## src/rtl/spi_pkg.sv

```systemverilog
// Shared types and mode helpers for the SPI slave word front end.
package spi_pkg;

    typedef enum logic [1:0] {
        SPI_MODE0,
        SPI_MODE1,
        SPI_MODE2,
        SPI_MODE3
    } spi_mode_t;

    typedef enum logic {
        SPI_IDLE,
        SPI_ACTIVE
    } spi_frame_state_t;

    // Mode encodes {CPOL,CPHA}; modes 0 and 3 sample on the rising sclk edge.
    function automatic logic sample_on_rise(spi_mode_t mode);
        return (mode == SPI_MODE0) || (mode == SPI_MODE3);
    endfunction

    function automatic logic cpha(spi_mode_t mode);
        return mode[0];
    endfunction

endpackage

```

## src/rtl/spi_slave_word_if.sv

```systemverilog
// SPI pin and word-output bundle for spi_slave_word.
// The tx signals exist only when SPI_SLAVE_MISO_EN is defined.
interface spi_slave_word_if #(
    parameter int unsigned DATA_WIDTH = 8,
    parameter int unsigned CNT_WIDTH  = 16
);
    logic                  spi_sclk_in;
    logic                  spi_mosi_in;
    logic                  spi_cs_n_in;
    logic                  frame_start_out;
    logic                  frame_end_out;
    logic                  partial_out;
    logic                  word_rdy_out;
    logic [DATA_WIDTH-1:0] word_data_out;
    logic [CNT_WIDTH-1:0]  word_cnt_out;
`ifdef SPI_SLAVE_MISO_EN
    logic                  tx_load_out;
    logic [DATA_WIDTH-1:0] tx_data_in;
    logic                  spi_miso_out;

    modport slave (
        input  spi_sclk_in, spi_mosi_in, spi_cs_n_in, tx_data_in,
        output frame_start_out, frame_end_out, partial_out, word_rdy_out,
        output word_data_out, word_cnt_out, tx_load_out, spi_miso_out
    );
    modport master (
        output spi_sclk_in, spi_mosi_in, spi_cs_n_in, tx_data_in,
        input  frame_start_out, frame_end_out, partial_out, word_rdy_out,
        input  word_data_out, word_cnt_out, tx_load_out, spi_miso_out
    );
`else
    modport slave (
        input  spi_sclk_in, spi_mosi_in, spi_cs_n_in,
        output frame_start_out, frame_end_out, partial_out, word_rdy_out,
        output word_data_out, word_cnt_out
    );
    modport master (
        output spi_sclk_in, spi_mosi_in, spi_cs_n_in,
        input  frame_start_out, frame_end_out, partial_out, word_rdy_out,
        input  word_data_out, word_cnt_out
    );
`endif
endinterface

```

## src/rtl/spi_sync_edge.sv

```systemverilog
// Multi-flop synchroniser with edge detection on the synchronised level.
module spi_sync_edge #(
    parameter int unsigned STAGES = 2
) (
    input  logic clk_in,
    input  logic rst_n_in,
    input  logic data_in,
    output logic data_out,
    output logic pos_edge_out,
    output logic neg_edge_out
);
    logic [STAGES-1:0] sync_q;
    logic              prev_q;

    always_ff @(posedge clk_in or negedge rst_n_in) begin
        if (!rst_n_in) begin
            sync_q <= '0;
            prev_q <= 1'b0;
        end else begin
            sync_q <= {sync_q[STAGES-2:0], data_in};
            prev_q <= sync_q[STAGES-1];
        end
    end

    assign data_out     = sync_q[STAGES-1];
    assign pos_edge_out = data_out & ~prev_q;
    assign neg_edge_out = ~data_out & prev_q;

endmodule

```

## src/rtl/spi_slave_word.sv

```systemverilog
// SPI slave front end: syncs pins into clk_in, frames on CS and assembles MSB-first words.
// Define SPI_SLAVE_MISO_EN to build the MISO transmit path.
module spi_slave_word
    import spi_pkg::*;
#(
    parameter int unsigned DATA_WIDTH  = 8,
    parameter int unsigned SPI_MODE    = 0,
    parameter int unsigned SYNC_STAGES = 2,
    parameter int unsigned CNT_WIDTH   = 16
) (
    input logic             clk_in,
    input logic             rst_n_in,
    spi_slave_word_if.slave bus
);
    localparam spi_mode_t        MODE        = spi_mode_t'(SPI_MODE[1:0]);
    localparam bit               SAMPLE_RISE = sample_on_rise(MODE);
    localparam int unsigned      BIT_W       = $clog2(DATA_WIDTH);
    localparam logic [BIT_W-1:0] LAST_BIT    = BIT_W'(DATA_WIDTH - 1);

    logic                   sclk_s, sclk_pos, sclk_neg;
    logic                   cs_s, cs_pos, cs_neg;
    logic [SYNC_STAGES-1:0] mosi_sync_q;
    logic                   mosi_s;
    logic                   unused_sync;

    spi_sync_edge #(.STAGES(SYNC_STAGES)) u_sclk_sync (
        .clk_in       (clk_in),
        .rst_n_in     (rst_n_in),
        .data_in      (bus.spi_sclk_in),
        .data_out     (sclk_s),
        .pos_edge_out (sclk_pos),
        .neg_edge_out (sclk_neg)
    );

    spi_sync_edge #(.STAGES(SYNC_STAGES)) u_cs_sync (
        .clk_in       (clk_in),
        .rst_n_in     (rst_n_in),
        .data_in      (bus.spi_cs_n_in),
        .data_out     (cs_s),
        .pos_edge_out (cs_pos),
        .neg_edge_out (cs_neg)
    );

    always_ff @(posedge clk_in or negedge rst_n_in) begin
        if (!rst_n_in) begin
            mosi_sync_q <= '0;
        end else begin
            mosi_sync_q <= {mosi_sync_q[SYNC_STAGES-2:0], bus.spi_mosi_in};
        end
    end

    assign mosi_s      = mosi_sync_q[SYNC_STAGES-1];
    assign unused_sync = sclk_s ^ cs_s;

    spi_frame_state_t state_q, state_d;
    logic             frame_start, frame_end, active, do_sample;

    always_ff @(posedge clk_in or negedge rst_n_in) begin
        if (!rst_n_in) begin
            state_q <= SPI_IDLE;
        end else begin
            state_q <= state_d;
        end
    end

    always_comb begin
        state_d     = state_q;
        frame_start = 1'b0;
        frame_end   = 1'b0;
        unique case (state_q)
            SPI_IDLE: begin
                if (cs_neg) begin
                    state_d     = SPI_ACTIVE;
                    frame_start = 1'b1;
                end
            end
            SPI_ACTIVE: begin
                if (cs_pos) begin
                    state_d   = SPI_IDLE;
                    frame_end = 1'b1;
                end
            end
        endcase
    end

    assign active = (state_q == SPI_ACTIVE);
    // CS release outranks a coincident sample edge.
    assign do_sample = active & (SAMPLE_RISE ? sclk_pos : sclk_neg) & ~cs_pos;

    logic [DATA_WIDTH-1:0] shift_q, shift_d, word_data_q;
    logic [BIT_W-1:0]      bit_cnt_q;
    logic [CNT_WIDTH-1:0]  word_cnt_q;
    logic                  word_rdy_q;

    assign shift_d = {shift_q[DATA_WIDTH-2:0], mosi_s};

    always_ff @(posedge clk_in or negedge rst_n_in) begin
        if (!rst_n_in) begin
            shift_q     <= '0;
            word_data_q <= '0;
            bit_cnt_q   <= '0;
            word_cnt_q  <= '0;
            word_rdy_q  <= 1'b0;
        end else begin
            word_rdy_q <= 1'b0;
            if (frame_start) begin
                bit_cnt_q  <= '0;
                word_cnt_q <= '0;
            end else if (frame_end) begin
                bit_cnt_q <= '0;
            end else if (do_sample) begin
                shift_q <= shift_d;
                if (bit_cnt_q == LAST_BIT) begin
                    bit_cnt_q   <= '0;
                    word_data_q <= shift_d;
                    word_rdy_q  <= 1'b1;
                    if (word_cnt_q != '1) begin
                        word_cnt_q <= word_cnt_q + CNT_WIDTH'(1);
                    end
                end else begin
                    bit_cnt_q <= bit_cnt_q + BIT_W'(1);
                end
            end
        end
    end

    assign bus.frame_start_out = frame_start;
    assign bus.frame_end_out   = frame_end;
    assign bus.partial_out     = frame_end & (bit_cnt_q != '0);
    assign bus.word_rdy_out    = word_rdy_q;
    assign bus.word_data_out   = word_data_q;
    assign bus.word_cnt_out    = word_cnt_q;

`ifdef SPI_SLAVE_MISO_EN
    localparam bit CPHA = cpha(MODE);

    logic [DATA_WIDTH-1:0] tx_shift_q;
    logic                  tx_out_q, tx_load, do_shift;

    assign tx_load  = frame_start | word_rdy_q;
    assign do_shift = active & (SAMPLE_RISE ? sclk_neg : sclk_pos) & ~cs_pos;

    always_ff @(posedge clk_in or negedge rst_n_in) begin
        if (!rst_n_in) begin
            tx_shift_q <= '0;
            tx_out_q   <= 1'b0;
        end else if (tx_load) begin
            tx_shift_q <= bus.tx_data_in;
        end else if (!active) begin
            tx_out_q <= 1'b0;
        end else if (do_shift) begin
            if (CPHA) begin
                tx_out_q   <= tx_shift_q[DATA_WIDTH-1];
                tx_shift_q <= {tx_shift_q[DATA_WIDTH-2:0], 1'b0};
            end else if (bit_cnt_q != '0) begin
                // With CPHA=0 the shift edge after a word's last sample would eat the fresh MSB.
                tx_shift_q <= {tx_shift_q[DATA_WIDTH-2:0], 1'b0};
            end
        end
    end

    assign bus.tx_load_out  = tx_load;
    assign bus.spi_miso_out = active & (CPHA ? tx_out_q : tx_shift_q[DATA_WIDTH-1]);
`endif

endmodule

```

## src/flat_wrapper.sv

```systemverilog
// flat-port wrapper written by rule: the top's interface ports become plain ports
module spi_slave_word_flat import spi_pkg::*;
#(
    parameter int unsigned DATA_WIDTH  = 8,
    parameter int unsigned SPI_MODE    = 0,
    parameter int unsigned SYNC_STAGES = 2,
    parameter int unsigned CNT_WIDTH   = 16
)
  (clk_in, rst_n_in, bus_spi_sclk_in, bus_spi_mosi_in, bus_spi_cs_n_in, bus_frame_start_out, bus_frame_end_out, bus_partial_out, bus_word_rdy_out, bus_word_data_out, bus_word_cnt_out);
  spi_slave_word_if #(.DATA_WIDTH(DATA_WIDTH), .CNT_WIDTH(CNT_WIDTH)) bus_i ();
  input logic clk_in;
  input logic rst_n_in;
  input wire logic [$bits(bus_i.spi_sclk_in)-1:0] bus_spi_sclk_in;
  input wire logic [$bits(bus_i.spi_mosi_in)-1:0] bus_spi_mosi_in;
  input wire logic [$bits(bus_i.spi_cs_n_in)-1:0] bus_spi_cs_n_in;
  output wire logic [$bits(bus_i.frame_start_out)-1:0] bus_frame_start_out;
  output wire logic [$bits(bus_i.frame_end_out)-1:0] bus_frame_end_out;
  output wire logic [$bits(bus_i.partial_out)-1:0] bus_partial_out;
  output wire logic [$bits(bus_i.word_rdy_out)-1:0] bus_word_rdy_out;
  output wire logic [$bits(bus_i.word_data_out)-1:0] bus_word_data_out;
  output wire logic [$bits(bus_i.word_cnt_out)-1:0] bus_word_cnt_out;
  assign bus_i.spi_sclk_in = bus_spi_sclk_in;
  assign bus_i.spi_mosi_in = bus_spi_mosi_in;
  assign bus_i.spi_cs_n_in = bus_spi_cs_n_in;
  assign bus_frame_start_out = bus_i.frame_start_out;
  assign bus_frame_end_out = bus_i.frame_end_out;
  assign bus_partial_out = bus_i.partial_out;
  assign bus_word_rdy_out = bus_i.word_rdy_out;
  assign bus_word_data_out = bus_i.word_data_out;
  assign bus_word_cnt_out = bus_i.word_cnt_out;
  spi_slave_word #(.DATA_WIDTH(DATA_WIDTH), .SPI_MODE(SPI_MODE), .SYNC_STAGES(SYNC_STAGES), .CNT_WIDTH(CNT_WIDTH)) u_core (.clk_in(clk_in), .rst_n_in(rst_n_in), .bus(bus_i));
endmodule
```

## config.mk

```make
export PLATFORM = sky130hd
export DESIGN_NAME = spi_slave_word_flat
export DESIGN_NICKNAME = d
export VERILOG_FILES = /design/src/rtl/spi_pkg.sv /design/src/rtl/spi_slave_word_if.sv /design/src/rtl/spi_sync_edge.sv /design/src/rtl/spi_slave_word.sv /design/src/flat_wrapper.sv
export SDC_FILE = /design/constraint.sdc
export NUM_CORES = 1
export LEC_CHECK = 0
export ABC_CLOCK_PERIOD_IN_PS = 2400
export CAP_MARGIN = 20
export CORE_AREA = 2 2 102 74
export DETAILED_ROUTE_END_ITERATION = 8
export DIE_AREA = 0 0 104 76
export DONT_BUFFER_PORTS = 1
export GPL_ROUTABILITY_DRIVEN = 0
export GPL_TIMING_DRIVEN = 0
export PLACE_DENSITY = 0.52
export SYNTH_ARGS = -nofsm -noshare
export SYNTH_HDL_FRONTEND = slang
export SYNTH_SLANG_ARGS = --single-unit
```

## constraint.sdc

```tcl
create_clock -name clk_in -period 2.4 [get_ports clk_in]
set_input_delay 0.36 -clock clk_in [delete_from_list [all_inputs] [get_ports clk_in]]
set_output_delay 0.36 -clock clk_in [all_outputs]
set_load 0.01 [all_outputs]
```

==> impl_results.md <==
- CTS Buffer Depth: 2
- Leakage power: roughly 1.0 nW
- Most used cell, CP: ha_1
- Tot Pwr: 1.46 mW
- CTS clock-pin slew for the worst setup and hold paths: 0.08 ns
- Syn Inst Count: approximately 160
- Slowest stage delay, CP: 0.42 ns
- # setup viols final: 0
- DRC: 0
- Setup TNS: 0 ns
- Ys async rst share: 1.00
- Vias in the first global route: 1282
- Leading area contributor after synthesis: dfrtp_1
- Slew margin rel.: 0.654
- Area of the multi-input gates: 887 um2
- Number of vias per cell: 4.78
- Gr usage total: 0.111
- Slew Viols, Final: 0
- CP delay by family, top: adder cells
- Dpl hpwl: between 2 and 3 mm
- Layout area overhead: 12.5%
- Power Internal: 1.10 mW
- Core outline area: 7030 um2
- CP max FO: 10
- First-pass GRT wire length: between 6 and 7 mm
- CP bufs+invs: 1
- CTS tree: built
- Pre-antenna DRT Iters: 4
- Avg Cell Area, Syn: 12.5 um2
- Antenna cells: 0
- Starting Density: 0.289
- Crit share post-route: 0.878
- Sw power: 0.352 mW
- Tmin final: ~2.1 ns
- Die height: 76 um
- Worst-margin pin slew: between 0.5 and 0.6 ns
- Yosys top cell area share: 0.542
- MaxCap Viol Count: 0
- Number of DRC markers in iteration 0: 73
- Total die area: 7900 um2
- Outcome: finished clean
- Crit start category: flop
- YS warnings: 0
- Clock Power Share: 0.330
- Sw Ratio: 0.242
- Total wire length: 4.12 mm
- Hold Path Class: input pin to flop
- Post-route antenna net violation count: 0
- CP required: around 2.6 ns
- Slowest CP cell: dfrtp_1
- VDD IR max: 0.263 mV
- Top-count cell post-synth: dfrtp_1
- Sequential cell area: 1100 um2
- Critical path arrival: ~2.3 ns
- Synth cell count leaders: dfrtp_1 (44), nand2_1 (22), mux2_2 (15), mux2i_1 (12), nand3_1 (7)
- Power density over cell area: ~640 nW/um2
- FP Rows: 26
- Post-synth EDFFs: 0
- Chip width: 104 um
- Fillers: 731
- Mapped cell area: 2030 um2
- Fin. Hold Viols: 0
- CP cell instances: ha_1, ha_1, and3b_1, nand3_1, buf_2, mux2_2
- IO Pins: 33
- Combinational Power Share: 0.082
- Largest net degree at the start of global routing: 45
- Crit Path Category: flop to flop
- Clock sinks: 44
- Worst skew pair latency: 0.29 ns
- Nets@finish: roughly 180
- CTS H-tree depth: 2
- Max frequency: 474 MHz
- RSZ-0062 raised after global routing: false
- Final std cells w/o fill: around 270
- Total number of vias: 1295
- Register area share after synthesis: 0.542
- Setup Skew: 0.00606 ns
- Share of post-route cells with drive strength above 1: 0.231
- #FFs+latches synth: 44
- IO buf count: 0
- Gr ovfl total: 0
- CTS root buffer: clkbuf_8
- Initial antenna violation count: 0
- Distinct cells, synth: 38
- Seq pwr share: 0.588
- Ys flop type: dfrtp_1
- Mean routed wirelength per cell: 15.2 um
- Top post-synthesis cells by area: dfrtp_1 (54%), mux2_2 (8.3%), mux2i_1 (5.9%)
- Syn_nets: 172
- Dpl cells: 261
- CTS buffer count: 5
- Critical path capture point type: flop
power groups by stage:
stage	combinational, mW	sequential [mW]	clock, mW
after detailed placement	0.101	0.873	0
after global routing	0.137	0.868	0.541
after floorplan	0.0860	0.855	0
final	0.120	0.856	0.481
after global placement	0.0975	0.872	0
after CTS	0.123	0.858	0.509
cell usage in the layout, fill, tap and decap left out, drive strengths merged:
| master | netlist | routed |
|---|---|---|
| nand2 | 22 | 22 |
| or4 | 3 | 3 |
| o21ai | 2 | 2 |
| ha | 4 | 4 |
| nor3b | 1 | 1 |
| and3 | 3 | 3 |
| a22o | 3 | 3 |
| nand3 | 7 | 7 |
| nor4b | 2 | 2 |
| nor2b | 1 | 1 |
| o21a | 1 | 1 |
| and3b | 1 | 1 |
| mux2 | 15 | 15 |
| nor4 | 4 | 4 |
| inv | 7 | 7 |
| nor2 | 2 | 2 |
| o31ai | 2 | 2 |
| a211oi | 1 | 1 |
| o311ai | 1 | 1 |
| dlygate4sd3 | 0 | 1 |
| nand4 | 8 | 8 |
| nand2b | 3 | 3 |
| dfrtp | 44 | 44 |
| a31o | 1 | 1 |
| buf | 3 | 4 |
| nor3 | 4 | 4 |
| or3b | 1 | 1 |
| clkbuf | 1 | 8 |
| a21oi | 2 | 2 |
| clkinvlp | 0 | 1 |
| mux2i | 12 | 12 |
| and4 | 1 | 1 |
| o41ai | 1 | 1 |
sequential cells by signal, indices dropped and copies added (netlist names):
register	flops
u_core.active	1
u_core.bit_cnt_q	3
u_core.bus.word_cnt_out	16
u_core.bus.word_data_out	8
u_core.bus.word_rdy_out	1
u_core.mosi_sync_q	2
u_core.shift_q	7
u_core.u_cs_sync.prev_q	1
u_core.u_cs_sync.sync_q	2
u_core.u_sclk_sync.prev_q	1
u_core.u_sclk_sync.sync_q	2
metrics by stage:
stage | area [um2] | hold slack, ns | utilization | setup WS, ns
floorplan | 2030 | 0.0644 | - | 0.585
global placement | 2160 | 0.0658 | 0.307 | 0.294
finish | 2290 | 0.0912 | 0.325 | 0.292
CTS | 2290 | 0.0762 | 0.325 | 0.270
global route | 2290 | 0.0667 | 0.325 | 0.150
detailed placement | 2160 | 0.0663 | 0.307 | 0.297
cell families (layout without fill, tap and decap cells):
| group | after synthesis | in the layout | synth area share |
|---|---|---|---|
| AOI/OAI and AO/OA | 14 | 14 | 0.0578 |
| adders and majority gates | 4 | 4 | 0.0246 |
| buffers and inverters | 11 | 21 | 0.0221 |
| DFF | 44 | 44 | 0.542 |
| muxes | 27 | 27 | 0.142 |
| and+or+nand+nor | 63 | 63 | 0.212 |
timing repair:
item | CTS | global route
hold buffers | 2 | 0
setup buffers | 0 | 0
gates resized for setup | 0 | 0
endpoints found under the hold margin | 44 | 0
final timing paths:
| check | cells after the start | from | endpoint | slack [ns] |
|---|---|---|---|---|
| worst max-delay path | 6 | u_core.bit_cnt_q[0] | u_core.bus.word_data_out[2] | 0.29 |
| worst min-delay path | 0 | bus_spi_mosi_in | u_core.mosi_sync_q[0] | 0.09 |
| worst max register to register | 6 | u_core.bit_cnt_q[0] | u_core.bus.word_data_out[2] | 0.29 |
| worst min register to register | 0 | u_core.u_sclk_sync.sync_q[0] | u_core.u_sclk_sync.sync_q[1] | 0.35 |
| max in group asynchronous | 2 | rst_n_in | u_core.bus.word_cnt_out[15] | 1.59 |
| min in group asynchronous | 2 | rst_n_in | u_core.bus.word_cnt_out[11] | 0.59 |
final cells by class:
class | instances | area share
inverters | 7 | 0.0115
repair buffers | 2 | 0.0164
clock buffers | 7 | 0.0377
flip-flops and latches | 44 | 0.481
well taps | 98 | 0.0536
clock inverters | 1 | 0.00328
multi-input cells | 108 | 0.388
plain buffers | 4 | 0.00821
routing by layer:
layer,up-vias,global-route usage,part of all wire
li1,612,-,-
met1,647,0.173,0.53
met2,32,0.145,0.39
met3,4,0.0351,0.065
met4,0,0.0324,0.010
met5,-,0,0
No activity file was read; power rests on OpenSTA's default activity.
